==> src/rtl/mem_access_stage.sv <==
// Memory stage: drives the data-memory handshake with byte-lane alignment, stalls
// upstream while a request is outstanding, formats load data and holds MEM/WB.
module mem_access_stage #(
  parameter int ADDR_W = 32,
  parameter int DATA_W = 32
) (
  input  logic              clk,
  input  logic              rst,
  input  logic              in_valid,
  input  logic              in_mem_read,
  input  logic              in_mem_write,
  input  logic [2:0]        in_funct3,
  input  logic [DATA_W-1:0] in_alu,
  input  logic [DATA_W-1:0] in_wdata,
  input  logic [4:0]        in_rd,
  input  logic              in_regwrite,
  input  logic [ADDR_W-1:0] in_pc,
  output logic              dmem_read,
  output logic              dmem_write,
  output logic [ADDR_W-1:0] dmem_addr,
  output logic [DATA_W-1:0] dmem_wdata,
  output logic [3:0]        dmem_mbe,
  input  logic [DATA_W-1:0] dmem_rdata,
  input  logic              dmem_resp,
  output logic              stall,
  output logic              wb_valid,
  output logic              wb_regwrite,
  output logic [4:0]        wb_rd,
  output logic [DATA_W-1:0] wb_data,
  output logic [ADDR_W-1:0] wb_pc,
  output logic              wb_trap
);

  typedef enum logic {IDLE, ACCESS} state_t;

  // Access size code: 0 = byte, 1 = half, 2 = word (undefined funct3 falls back to word).
  function automatic logic [1:0] op_size(input logic [2:0] f3, input logic is_load);
    if (f3 == 3'b000 || (is_load && f3 == 3'b100))      return 2'd0;
    else if (f3 == 3'b001 || (is_load && f3 == 3'b101)) return 2'd1;
    else                                                 return 2'd2;
  endfunction

  function automatic logic misaligned(input logic [1:0] sz, input logic [1:0] off);
    return (sz == 2'd2 && off != 2'b00) || (sz == 2'd1 && off[0]);
  endfunction

  function automatic logic [3:0] store_mbe(input logic [1:0] sz, input logic [1:0] off);
    case (sz)
      2'd0:    return 4'b0001 << off;
      2'd1:    return 4'b0011 << {off[1], 1'b0};
      default: return 4'b1111;
    endcase
  endfunction

  function automatic logic [DATA_W-1:0] store_data(input logic [1:0] sz,
                                                    input logic [DATA_W-1:0] d);
    case (sz)
      2'd0:    return {4{d[7:0]}};
      2'd1:    return {2{d[15:0]}};
      default: return d;
    endcase
  endfunction

  function automatic logic [DATA_W-1:0] load_fmt(input logic [2:0] f3, input logic [1:0] off,
                                                  input logic [DATA_W-1:0] rdata);
    logic [DATA_W-1:0] sh;
    sh = rdata >> {off, 3'b000};
    case (f3)
      3'b000:  return {{(DATA_W-8){sh[7]}}, sh[7:0]};
      3'b001:  return {{(DATA_W-16){sh[15]}}, sh[15:0]};
      3'b100:  return {{(DATA_W-8){1'b0}}, sh[7:0]};
      3'b101:  return {{(DATA_W-16){1'b0}}, sh[15:0]};
      default: return sh;
    endcase
  endfunction

  state_t            state_q, state_d;
  logic [ADDR_W-1:0] addr_q, addr_d;
  logic [DATA_W-1:0] wdata_q, wdata_d;
  logic [3:0]        mbe_q, mbe_d;
  logic [2:0]        f3_q, f3_d;
  logic [4:0]        rd_q, rd_d;
  logic              rw_q, rw_d;
  logic [ADDR_W-1:0] pc_q, pc_d;
  logic              load_q, load_d;

  logic              wb_valid_q, wb_valid_d;
  logic              wb_regwrite_q, wb_regwrite_d;
  logic [4:0]        wb_rd_q, wb_rd_d;
  logic [DATA_W-1:0] wb_data_q, wb_data_d;
  logic [ADDR_W-1:0] wb_pc_q, wb_pc_d;
  logic              wb_trap_q, wb_trap_d;

  logic              mem_op;
  logic [1:0]        in_sz;
  logic              in_mis;

  assign mem_op = in_valid & (in_mem_read | in_mem_write);
  assign in_sz  = op_size(in_funct3, in_mem_read);
  assign in_mis = misaligned(in_sz, in_alu[1:0]);

  always_comb begin
    state_d       = state_q;
    addr_d        = addr_q;
    wdata_d       = wdata_q;
    mbe_d         = mbe_q;
    f3_d          = f3_q;
    rd_d          = rd_q;
    rw_d          = rw_q;
    pc_d          = pc_q;
    load_d        = load_q;
    wb_valid_d    = 1'b0;
    wb_regwrite_d = 1'b0;
    wb_trap_d     = 1'b0;
    wb_rd_d       = wb_rd_q;
    wb_data_d     = wb_data_q;
    wb_pc_d       = wb_pc_q;
    stall         = 1'b0;
    case (state_q)
      IDLE: begin
        if (mem_op && !in_mis) begin
          state_d = ACCESS;
          stall   = 1'b1;
          addr_d  = in_alu[ADDR_W-1:0];
          wdata_d = store_data(in_sz, in_wdata);
          mbe_d   = in_mem_read ? 4'b1111 : store_mbe(in_sz, in_alu[1:0]);
          f3_d    = in_funct3;
          rd_d    = in_rd;
          rw_d    = in_regwrite;
          pc_d    = in_pc;
          load_d  = in_mem_read;
        end else if (mem_op) begin
          wb_valid_d = 1'b1;
          wb_trap_d  = 1'b1;
          wb_rd_d    = in_rd;
          wb_data_d  = in_alu;
          wb_pc_d    = in_pc;
        end else if (in_valid) begin
          wb_valid_d    = 1'b1;
          wb_regwrite_d = in_regwrite & (in_rd != 5'd0);
          wb_rd_d       = in_rd;
          wb_data_d     = in_alu;
          wb_pc_d       = in_pc;
        end
      end
      ACCESS: begin
        if (dmem_resp) begin
          state_d       = IDLE;
          wb_valid_d    = 1'b1;
          wb_regwrite_d = load_q & rw_q & (rd_q != 5'd0);
          wb_rd_d       = rd_q;
          wb_data_d     = load_q ? load_fmt(f3_q, addr_q[1:0], dmem_rdata) : wdata_q;
          wb_pc_d       = pc_q;
        end else begin
          stall = 1'b1;
        end
      end
      default: state_d = IDLE;
    endcase
  end

  always_ff @(posedge clk or posedge rst) begin
    if (rst) begin
      state_q       <= IDLE;
      wb_valid_q    <= 1'b0;
      wb_regwrite_q <= 1'b0;
      wb_rd_q       <= '0;
      wb_data_q     <= '0;
      wb_pc_q       <= '0;
      wb_trap_q     <= 1'b0;
    end else begin
      state_q       <= state_d;
      wb_valid_q    <= wb_valid_d;
      wb_regwrite_q <= wb_regwrite_d;
      wb_rd_q       <= wb_rd_d;
      wb_data_q     <= wb_data_d;
      wb_pc_q       <= wb_pc_d;
      wb_trap_q     <= wb_trap_d;
    end
  end

  // Latched operation fields carry no reset; the request strobes are gated by state.
  always_ff @(posedge clk) begin
    addr_q  <= addr_d;
    wdata_q <= wdata_d;
    mbe_q   <= mbe_d;
    f3_q    <= f3_d;
    rd_q    <= rd_d;
    rw_q    <= rw_d;
    pc_q    <= pc_d;
    load_q  <= load_d;
  end

  assign dmem_read   = (state_q == ACCESS) &  load_q;
  assign dmem_write  = (state_q == ACCESS) & ~load_q;
  assign dmem_addr   = {addr_q[ADDR_W-1:2], 2'b00};
  assign dmem_wdata  = wdata_q;
  assign dmem_mbe    = (state_q == ACCESS) ? mbe_q : 4'b0000;

  assign wb_valid    = wb_valid_q;
  assign wb_regwrite = wb_regwrite_q;
  assign wb_rd       = wb_rd_q;
  assign wb_data     = wb_data_q;
  assign wb_pc       = wb_pc_q;
  assign wb_trap     = wb_trap_q;

endmodule

==> config.mk <==
export PLATFORM = sky130hd
export DESIGN_NAME = mem_access_stage
export DESIGN_NICKNAME = d
export VERILOG_FILES = /design/src/rtl/mem_access_stage.sv
export SDC_FILE = /design/constraint.sdc
export NUM_CORES = 1
export LEC_CHECK = 0
export ABC_AREA = 1
export CORE_ASPECT_RATIO = 1.25
export CORE_MARGIN = 2
export CORE_UTILIZATION = 50
export CTS_CLUSTER_DIAMETER = 200
export DETAILED_ROUTE_END_ITERATION = 12
export GPL_TIMING_DRIVEN = 0
export PLACE_DENSITY = 0.84
export SLEW_MARGIN = 20
export SYNTH_ARGS = -nofsm -noshare
export SYNTH_HDL_FRONTEND = slang
export SYNTH_SLANG_ARGS = --single-unit
==> constraint.sdc <==
create_clock -name clk -period 18.6 [get_ports clk]
set_clock_uncertainty 0.1 [all_clocks]
set_input_delay 3.72 -clock clk [delete_from_list [all_inputs] [get_ports clk]]
set_output_delay 3.72 -clock clk [all_outputs]
set_load 0.03 [all_outputs]
==> insert_results.sql <==
INSERT INTO impl_metrics (metric_group, metric, value, unit) VALUES
('place', 'pre_cts_slack', '9.014', 'ns'),
('detailed_routing', 'final_antenna_net_count', '0', ''),
('layout', 'syn_to_final_growth', '44.62', '%'),
('place', 'routabilityCongestion', '0.9412', ''),
('layout', 'finalInstanceArea', '12530', 'um^2'),
('critical_path', 'worstPathCellList', 'clkdlybuf4s50_1, inv_2, nand2_2, nand2_4, nand2_1, nand4_1, a21oi_1, clkdlybuf4s50_1', ''),
('power_and_ir_drop', 'seq_power_share', '0.349', ''),
('sta', 'timing_max_transition_violations_final', '0', ''),
('yosys', 'post_synth_instance_area', '8662', 'um^2'),
('detailed_routing', 'num_vias', '7920', ''),
('sta', 'setup_viol', '0', ''),
('detailed_routing', 'routed_wire_length_per_instance', '17.59', 'um'),
('detailed_routing', 'drc', '0', ''),
('layout', 'final_layout_fill_cell_count', '1257', ''),
('yosys', 'synth-seq-area-share', '0.5922', ''),
('critical_path', 'max_stage_delay_cell_worst_path', 'clkdlybuf4s50_1', ''),
('critical_path', 'cp_data_required_time', '14.78', 'ns'),
('floorplanning', 'core.rowCount', '53', ''),
('yosys', 'postSynthAreaPerCell', '8.679', 'um^2'),
('cts', 'cts_post_setup_buffers_inserted', '0', ''),
('yosys', 'synthArstFlopShare', '0.3989', ''),
('power_and_ir_drop', 'power.clock.fraction', '0.217', ''),
('sta', 'finalHoldViolCount', '0', ''),
('global_route', 'antenna_found_initial', '0', ''),
('place', 'detailed_place_hpwl', '20.62', 'mm'),
('global_route', 'grt_pass1_wl', '40.92', 'mm'),
('power_and_ir_drop', 'switching_power_as_a_share_of_total_power', '0.3997', ''),
('power_and_ir_drop', 'ir_worst_vdd', '78.61', 'uV'),
('cts', 'clock-sinks', '183', ''),
('critical_path', 'critical_path.n_buffers_inverters', '3', ''),
('floorplanning', 'die_x', '121.7', 'um'),
('yosys', 'post-synth-top-area-fraction', '0.3813', ''),
('global_route', 'grtUsageTotal', '0.2986', ''),
('sta', 'fin_tns_setup', '0', 'ns'),
('detailed_routing', 'firstDrtPassIters', '8', ''),
('yosys', 'dominantRegCellSynth', 'edfxtp_1', ''),
('cts', 'post_cts_hold_buffer_count', '0', ''),
('cts', 'clock_insertion_delay_at_the_later_pin_of_the_skew_report', '0.43', 'ns'),
('layout', 'fin_util', '0.7408', ''),
('place', 'placedInstanceArea', '11950', 'um^2'),
('yosys', 'yosys.cell_types.count', '26', ''),
('detailed_routing', 'total_detailed_routing_wirelength', '27.12', 'mm'),
('status', 'run_status', 'complete, no violations', ''),
('sta', 'grt_setup_unrepaired', 'no', ''),
('cts', 'cts_repair_resize_count', '0', ''),
('global_route', 'grt-ovfl-total', '0', ''),
('sta', 'timing.max_slew.rel_slack', '0.5316', ''),
('power_and_ir_drop', 'power.switching', '0.6578', 'mW'),
('sta', 'min_period', '9.599', 'ns'),
('power_and_ir_drop', 'power.density', '131.4', 'nW/um^2'),
('yosys', 'number_of_register_bits_inferred_by_synthesis', '183', ''),
('critical_path', 'timing.critical_path.from_type', 'input port', ''),
('layout', 'num-nets-final', '1450', ''),
('yosys', 'synth_top_area_cell', 'edfxtp_1', ''),
('critical_path', 'cp-end-kind', 'output pin', ''),
('global_route', 'grt_max_degree', '46', ''),
('critical_path', 'slowest_stage_delay_cp', '0.75', 'ns'),
('floorplanning', 'floorplan.initialDensity', '0.5122', ''),
('sta', 'min_period_over_period', '0.5161', ''),
('critical_path', 'path_delay_family', 'buffers and inverters', ''),
('sta', 'tightest_slew', '0.7009', 'ns'),
('yosys', 'netlist_top_cells_area', 'edfxtp_1, nand2_1, dfrtp_1', ''),
('floorplanning', 'i_o_pin_cnt', '286', ''),
('power_and_ir_drop', 'p_leak', '5.697', 'nW'),
('yosys', 'number_of_enable_type_register_cells_in_the_synthesized_netlist', '110', ''),
('sta', 'timing.hold.ws', '0.3726', 'ns'),
('floorplanning', 'die_area', '18400', 'um^2'),
('yosys', 'postSynthCellCount', '998', ''),
('cts', 'cts-root-to-sink-buffers', '2', ''),
('cts', 'cts_made_buffers', '17', ''),
('yosys', 'synth.yosys.warnings', '0', '');
-- power by group through the flow --
stage	sequential, mW	combinational [mW]	clock, mW
6_report	0.574	0.714	0.357
5_1_grt	0.584	0.767	0.377
4_1_cts	0.574	0.717	0.359
3_5_place_dp	0.581	0.714	0
3_3_place_gp	0.583	0.693	0
2_1_floorplan	0.734	0.251	0
-- kinds of logic after synthesis --
group | synth area share
AND/OR/NAND/NOR | 0.2835
flip-flops | 0.5922
AO/OA/AOI/OAI | 0.04348
other | 0.0004329
buffers and inverters | 0.08031
-- registers in the layout, summed over array words and instances, names as in the netlist, 3 cells and up --
name,cells
wb_pc,32
wb_rd,5
wb_data,32
dmem_wdata,32
rd_q,5
addr_q,32
mbe_q,4
pc_q,32
f3_q,3
-- layer usage --
metal / up-vias / wire length (um) / GRT usage
met5: - / 0 / 0
met4: 0 / 1100 / 0.1483
met3: 67 / 2249 / 0.07078
met2: 385 / 13530 / 0.4972
met1: 3680 / 10240 / 0.3650
li1: 3788 / - / -
-- cell type report --
type	count	area (um^2)	area share
tap	220	275.3	0.02197
timing repair buffer	289	2998	0.2393
inverter	47	183.9	0.01468
sequential	183	5130	0.4095
antenna	2	5.005	0.0003995
clock buffer	17	425.4	0.03396
clock inverter	15	147.6	0.01179
multi-input combinational	691	2848	0.2273
buffer	78	514.2	0.04105
-- cells in the final DEF, fill, tap and decap left out --
master           instances
nand2_2                  2
clkinvlp_4               3
nand2_4                  3
clkbuf_16               17
clkbuf_1                 8
nand3_1                 51
a21oi_4                  1
conb_1                   2
o211ai_1                16
or2_1                    1
nor2_4                   1
nand2_1                529
buf_2                   21
a21oi_1                 33
clkdlybuf4s50_1        283
inv_4                    3
nand4_1                  4
clkinv_1                 2
buf_16                   6
buf_1                    4
clkinv_8                 1
o21ai_1                  4
nor2_1                  29
inv_2                    5
bufinv_16                1
buf_6                    7
inv_8                    3
nand3_2                  1
dfrtp_1                 73
o21ai_0                 11
nor3_1                   3
edfxtp_1               110
inv_6                    3
buf_4                   38
clkinv_2                 3
inv_1                   38
diode_2                  2
-- worst paths after layout --
| kind | startpoint | end | slack (ns) | cells after the start |
|---|---|---|---|---|
| worst min register to register | wb_pc[27] | wb_pc[27] | 0.37 | 2 |
| worst max-delay path | in_mem_read | stall | 9.00 | 8 |
| max in group asynchronous | rst | state_q | 14.29 | 3 |
| min in group asynchronous | rst | wb_data[3] | 3.54 | 2 |
| worst min-delay path | wb_pc[27] | wb_pc[27] | 0.37 | 2 |
| worst max register to register | state_q | addr_q[10] | 16.27 | 5 |
-- per-stage QoR --
stage          power [mW]  std cells
2_1_floorplan      0.9854        999
3_3_place_gp        1.276       1502
3_5_place_dp        1.295       1508
4_1_cts             1.650       1540
5_1_grt             1.728       1540
6_report            1.646       1542
-- worst reg2reg max path: stages (launching register included) --
cell	delay (ns)
dfrtp_1	0.40
buf_2	0.19
buf_1	0.28
nor2_4	0.64
buf_16	0.25
buf_16	0.17
No activity file was read; power rests on OpenSTA's default activity.
==> RTL edit 1, RTL diff (same flow settings) <==
The parameter `ADDR_W` goes from 32 to 28.
--- a/src/rtl/mem_access_stage.sv
+++ b/src/rtl/mem_access_stage.sv
@@ -1,7 +1,7 @@
 // Memory stage: drives the data-memory handshake with byte-lane alignment, stalls
 // upstream while a request is outstanding, formats load data and holds MEM/WB.
 module mem_access_stage #(
-  parameter int ADDR_W = 32,
+  parameter int ADDR_W = 28,
   parameter int DATA_W = 32
 ) (
   input  logic              clk,
Ports: changed (resized dmem_addr, in_pc and wb_pc); port bits go from 286 to 274. The function was not compared with the original's and may differ.
==> RTL edit 1 against the original RTL <==
Non-clock buffer count decreased by 9. Final area decreased by 4.0%. Area after synthesis decreased by 3.7%. Power decreased by 23%. Critical path type unchanged. Worst setup slack got worse by 240 ps. Sequential cell count decreased by 12. Maximum frequency decreased by 2.4%. Largest cell class unchanged. Wire length increased by 7.1%.
==> RTL edit 1: results (changes against the original RTL) <==
[route]
num_vias = 8126  ; was 7920
wl_met3_mm = 2.41  ; was 2.25 mm
finalWirelength_mm = 29.0  ; was 27.1 mm
dr_wl_met2_mm = 14.3  ; was 13.5 mm
wl_met1_mm = 10.5  ; was 10.2 mm
drtIter0Drc = 804  ; was 686

[final_layout]
final_core_util_pct = 74.0  ; was 74.1%
fill_cells = 1237  ; was 1257
antenna_cells = 0  ; was 2
final_nets = 1434  ; was 1450

[yosys]
yosys-top-cells-area = edfxtp_1 37%, nand2_1 22%, dfrtp_1 21%, nand3_1 6.8%, buf_4 2.9%  ; was edfxtp_1 38%, nand2_1 23%, dfrtp_1 21%, buf_4 3.3%, nand3_1 2.9%
async_reset_ff_share_pct = 40.4  ; was 39.9%
synth_seq_area_share_pct = 57.4  ; was 59.2%
avgSynthCellArea_sq_um = 8.35  ; was 8.68 sq um
synth_common_cells = 497 x nand2_1, 113 x nand3_1, 102 x edfxtp_1, 69 x dfrtp_1, 54 x inv_1  ; was 529 x nand2_1, 110 x edfxtp_1, 73 x dfrtp_1, 51 x nand3_1, 39 x inv_1
synth-edff-count = 102  ; was 110

[placed_design]
placed_area_sq_um = 11500  ; was 11900 sq um
io_buffers = 271  ; was 283
dp.cells = 1492  ; was 1508
pre_cts_ws_ps = 8790  ; was 9010 ps

[global_route]
grt_max_degree = 57  ; was 46
grt_util_all_layers_pct = 33.5  ; was 29.9%
gr-usage-met3_pct = 6.71  ; was 7.08%
grt_util_met1_pct = 39.9  ; was 36.5%
grt_use_met2_pct = 56.7  ; was 49.7%

[power_and_ir_drop]
p_switching_uw = 444  ; was 658 uW
power_leakage_uw = 0.00559  ; was 0.00570 uW
ir_worst_vdd_mv = 0.0876  ; was 0.0786 mV

[run_status]
status = finished clean  ; unchanged

[critical_path]
r2r.worst_path.cells = 7  ; was 5
reg2reg_to = addr_q[19]  ; was addr_q[10]
slowest_delay_ps = 660  ; was 750 ps
r2r_slack_ps = 16330  ; was 16270 ps

[worst_hold_path]
hold_end = wb_data[12]  ; was wb_pc[27]
hold_start = wb_data[12]  ; was wb_pc[27]

[sta]
final.period_utilization_pct = 52.9  ; was 51.6%
holdWs_ps = 407  ; was 373 ps

==> RTL edit 1: changes by cell type after synthesis, moves of 6 or more <==
cell	unedited run	this run
a21oi_1	33	15
nand3_1	51	113
edfxtp_1	110	102
o211ai_1	16	3
nand2_1	529	497
o21ai_0	11	32
nor2_1	30	12
buf_4	38	32
inv_1	39	54
clkbuf_1	8	23
==> RTL edit 1: cells by family after synthesis <==
logic type	after synthesis
simple gates	629
buf+inv	140
compound gates	58
flops	171
other cells	1
==> RTL edit 1: layout make-up <==
type                            instances  area share, %
Buffer                                 82           3.97
Clock buffer                           20           3.98
Clock inverter                         12          0.811
Inverter                               58           1.83
Multi-Input combinational cell        689           23.8
Sequential cell                       171           39.8
Tap cell                              216           2.25
Timing Repair Buffer                  276           23.5
==> RTL edit 1: power groups by stage <==
stage	Clock (uW)	Sequential, uW	Combinational (uW)
2_1_floorplan	0	593	126
3_3_place_gp	0	502	406
3_5_place_dp	0	500	417
4_1_cts	350	494	420
5_1_grt	367	499	447
6_report	348	494	420
==> RTL edit 2, RTL diff (config.mk and constraints unchanged) <==
Made on the original files. Make the reset (`rst`) synchronous in one clocked block.
--- a/src/rtl/mem_access_stage.sv
+++ b/src/rtl/mem_access_stage.sv
@@ -159,7 +159,7 @@
     endcase
   end
 
-  always_ff @(posedge clk or posedge rst) begin
+  always_ff @(posedge clk) begin
     if (rst) begin
       state_q       <= IDLE;
       wb_valid_q    <= 1'b0;
Behaviour: differs if rst is asserted again (counterexample within 4 cycles, from zero or initial values and one cycle with rst high); with rst held inactive, the same outputs for 4 cycles.
==> RTL edit 2 against the original RTL <==
Wire length grew 8.7%. Worst setup slack gained 65 ps. Non-clock buffer count grew 13. Die area grew 4.1%. Core utilization shrank 0.67 points. First-iteration DRC count grew 8.5%. Final area grew 2.9%. Sequential share of layout area shrank 4.0 points. Sequential cell count is the same. Area after synthesis grew 4.3%. Synthesized cell count grew 13%. Largest cell class unchanged.
Power is not compared: it rests on default switching activity, and its combinational part moved more than twofold at a synthesized area within 25%.
==> RTL edit 2: results (changes against the original RTL) <==
[run_status]
status = finished clean  ; unchanged

[yosys]
synth_cell_types = 28  ; was 26
synth_seq_area_share_pct = 52.8  ; was 59.2%
async_reset_ff_share_pct = 0  ; was 39.9%
yosys-top-cells-area = edfxtp_1 37%, nand2_1 18%, dfxtp_1 16%, nor2_1 6.2%, nand3b_1 5.7%  ; was edfxtp_1 38%, nand2_1 23%, dfrtp_1 21%, buf_4 3.3%, nand3_1 2.9%
synth_common_cells = 437 x nand2_1, 150 x nor2_1, 110 x edfxtp_1, 73 x dfxtp_1, 69 x nand3b_1  ; was 529 x nand2_1, 110 x edfxtp_1, 73 x dfrtp_1, 51 x nand3_1, 39 x inv_1
ys.flop_type = edfxtp_1  ; unchanged
synth-edff-count = 110  ; unchanged
yosys_warnings = 0  ; unchanged

[sta]
holdWs_ps = 462  ; was 373 ps
tightest_slew_ps = 600  ; was 701 ps

[clocking]
worstSkewPairLatency_ps = 440
cts_buffers = 17  ; unchanged
post_cts_buffers = 0  ; unchanged
clock_path_buffers = 2  ; unchanged
cts_htree_levels = 4  ; unchanged
clkTransAtPathRegs_ps = 70  ; about the same
cts_root_buf = clkbuf_16  ; unchanged
cts_resized = 0  ; unchanged

[route]
dr.pass1.iters = 7  ; was 8
drtIter0Drc = 744  ; was 686
finalWirelength_mm = 29.5  ; was 27.1 mm
num_vias = 8672  ; was 7920

[critical_path]
r2r.worst_path.cells = 5  ; unchanged
timing.rr.start = state_q  ; unchanged
r2r_slack_ps = 16310  ; was 16270 ps
path_max_fanout = 4  ; was 10
worstPathArrival_ps = 5710  ; was 5780 ps
reg2reg_to = addr_q[9]  ; was addr_q[10]
crit_start = in_mem_read  ; unchanged
crit_end = stall  ; unchanged

[final_layout]
final_nets = 1577  ; was 1450
layout-drive-gt1-share_pct = 8.50  ; was 9.02%
fill_cells = 1366  ; was 1257

[global_route]
grt_util_all_layers_pct = 30.5  ; was 29.9%
grt_pass1_vias = 8439  ; was 7648
grt_pass1_wl_mm = 45.7  ; was 40.9 mm
grt_max_degree = 28  ; was 46
antenna_found_initial = 3  ; was 0

[placed_design]
io_buffers = 283  ; unchanged
dp_hpwl_mm = 22.3  ; was 20.6 mm
routabilityCongestion = 0.942  ; was 0.941

[die]
fp.coreArea_sq_um = 17600  ; was 16900 sq um

[worst_hold_path]
min_path_cells = 3  ; was 2
hold_path_class = reg -> reg  ; unchanged

[power_and_ir_drop]
power_leakage_uw = 0.00582
ir_worst_vdd_mv = 0.0611

==> RTL edit 2: cell types whose count changed after synthesis, sizes merged, moves of 26 or more <==
cell	unedited run	this run
a21oi	34	8
dfrtp	73	0
dfxtp	0	73
inv	46	74
nand2	534	445
nand3b	0	69
nor2	30	152
==> RTL edit 2: final cells by class <==
cell class / count / area [sq um] / area share [%]
multi-input cells: 776 / 3410 / 26.5
clock buffers: 18 / 450 / 3.49
inverters: 76 / 293 / 2.27
flip-flops and latches: 183 / 4760 / 36.9
clock inverters: 14 / 183 / 1.42
plain buffers: 93 / 571 / 4.42
well taps: 224 / 280 / 2.17
diodes: 2 / 5.00 / 0.0388
repair buffers: 287 / 2940 / 22.8
==> RTL edit 2: power breakdown <==
group | leakage (uW) | switching [uW] | internal [uW]
Clock | 0.000308 | 168 | 223
Sequential | 0.00162 | 13.6 | 462
Combinational | 0.00389 | 156 | 115
Total | 0.00582 | 338 | 800
==> RTL edit 2: layer usage <==
| metal | share of wire (%) | global-route usage [%] | up-vias |
|---|---|---|---|
| met5 | 0 | 0 | - |
| met1 | 39 | 37.5 | 4009 |
| met4 | 4.2 | 13.6 | 0 |
| met2 | 50 | 52.5 | 419 |
| met3 | 7.3 | 5.81 | 75 |
| li1 | - | - | 4169 |
==> RTL edit 2: cells by family after synthesis <==
logic type | after synthesis | synth area share (%)
AND/OR/NAND/NOR | 737 | 35.2
flip-flops | 183 | 52.8
buffers and inverters | 169 | 9.56
AO/OA/AOI/OAI | 37 | 2.47
other | 1 | 0.0415
==> RTL edit 2: stage by stage <==
step | total power (uW) | utilization, % | cells | area [sq um] | worst slack, ps
final | 1140 | 73.4 | 1673 | 12900 | 9070
after floorplan | 633 | - | 1128 | 9030 | 9250
after detailed placement | 751 | 69.8 | 1639 | 12300 | 9090
after global placement | 746 | 69.2 | 1635 | 12100 | 6510
after CTS | 1140 | 73.4 | 1671 | 12900 | 9060
after global routing | 1180 | 73.4 | 1672 | 12900 | 8960
==> RTL edit 2: worst min path at each step <==
stage / start / to
2_1_floorplan: rw_q / wb_regwrite
3_3_place_gp: wb_rd[3] / wb_rd[3]
3_5_place_dp: wb_pc[5] / wb_pc[5]
4_1_cts: wb_pc[5] / wb_pc[5]
5_1_grt: rw_q / wb_regwrite
6_report: wb_pc[5] / wb_pc[5]
==> RTL edit 2: worst max-delay path, cell delays in order <==
cell and delay, ps:
clkdlybuf4s50_1 570, nor2_1 100, nor2_1 190, nand3_2 170, nand2_1 90, inv_1 60
nor2_1 120, clkdlybuf4s50_1 690
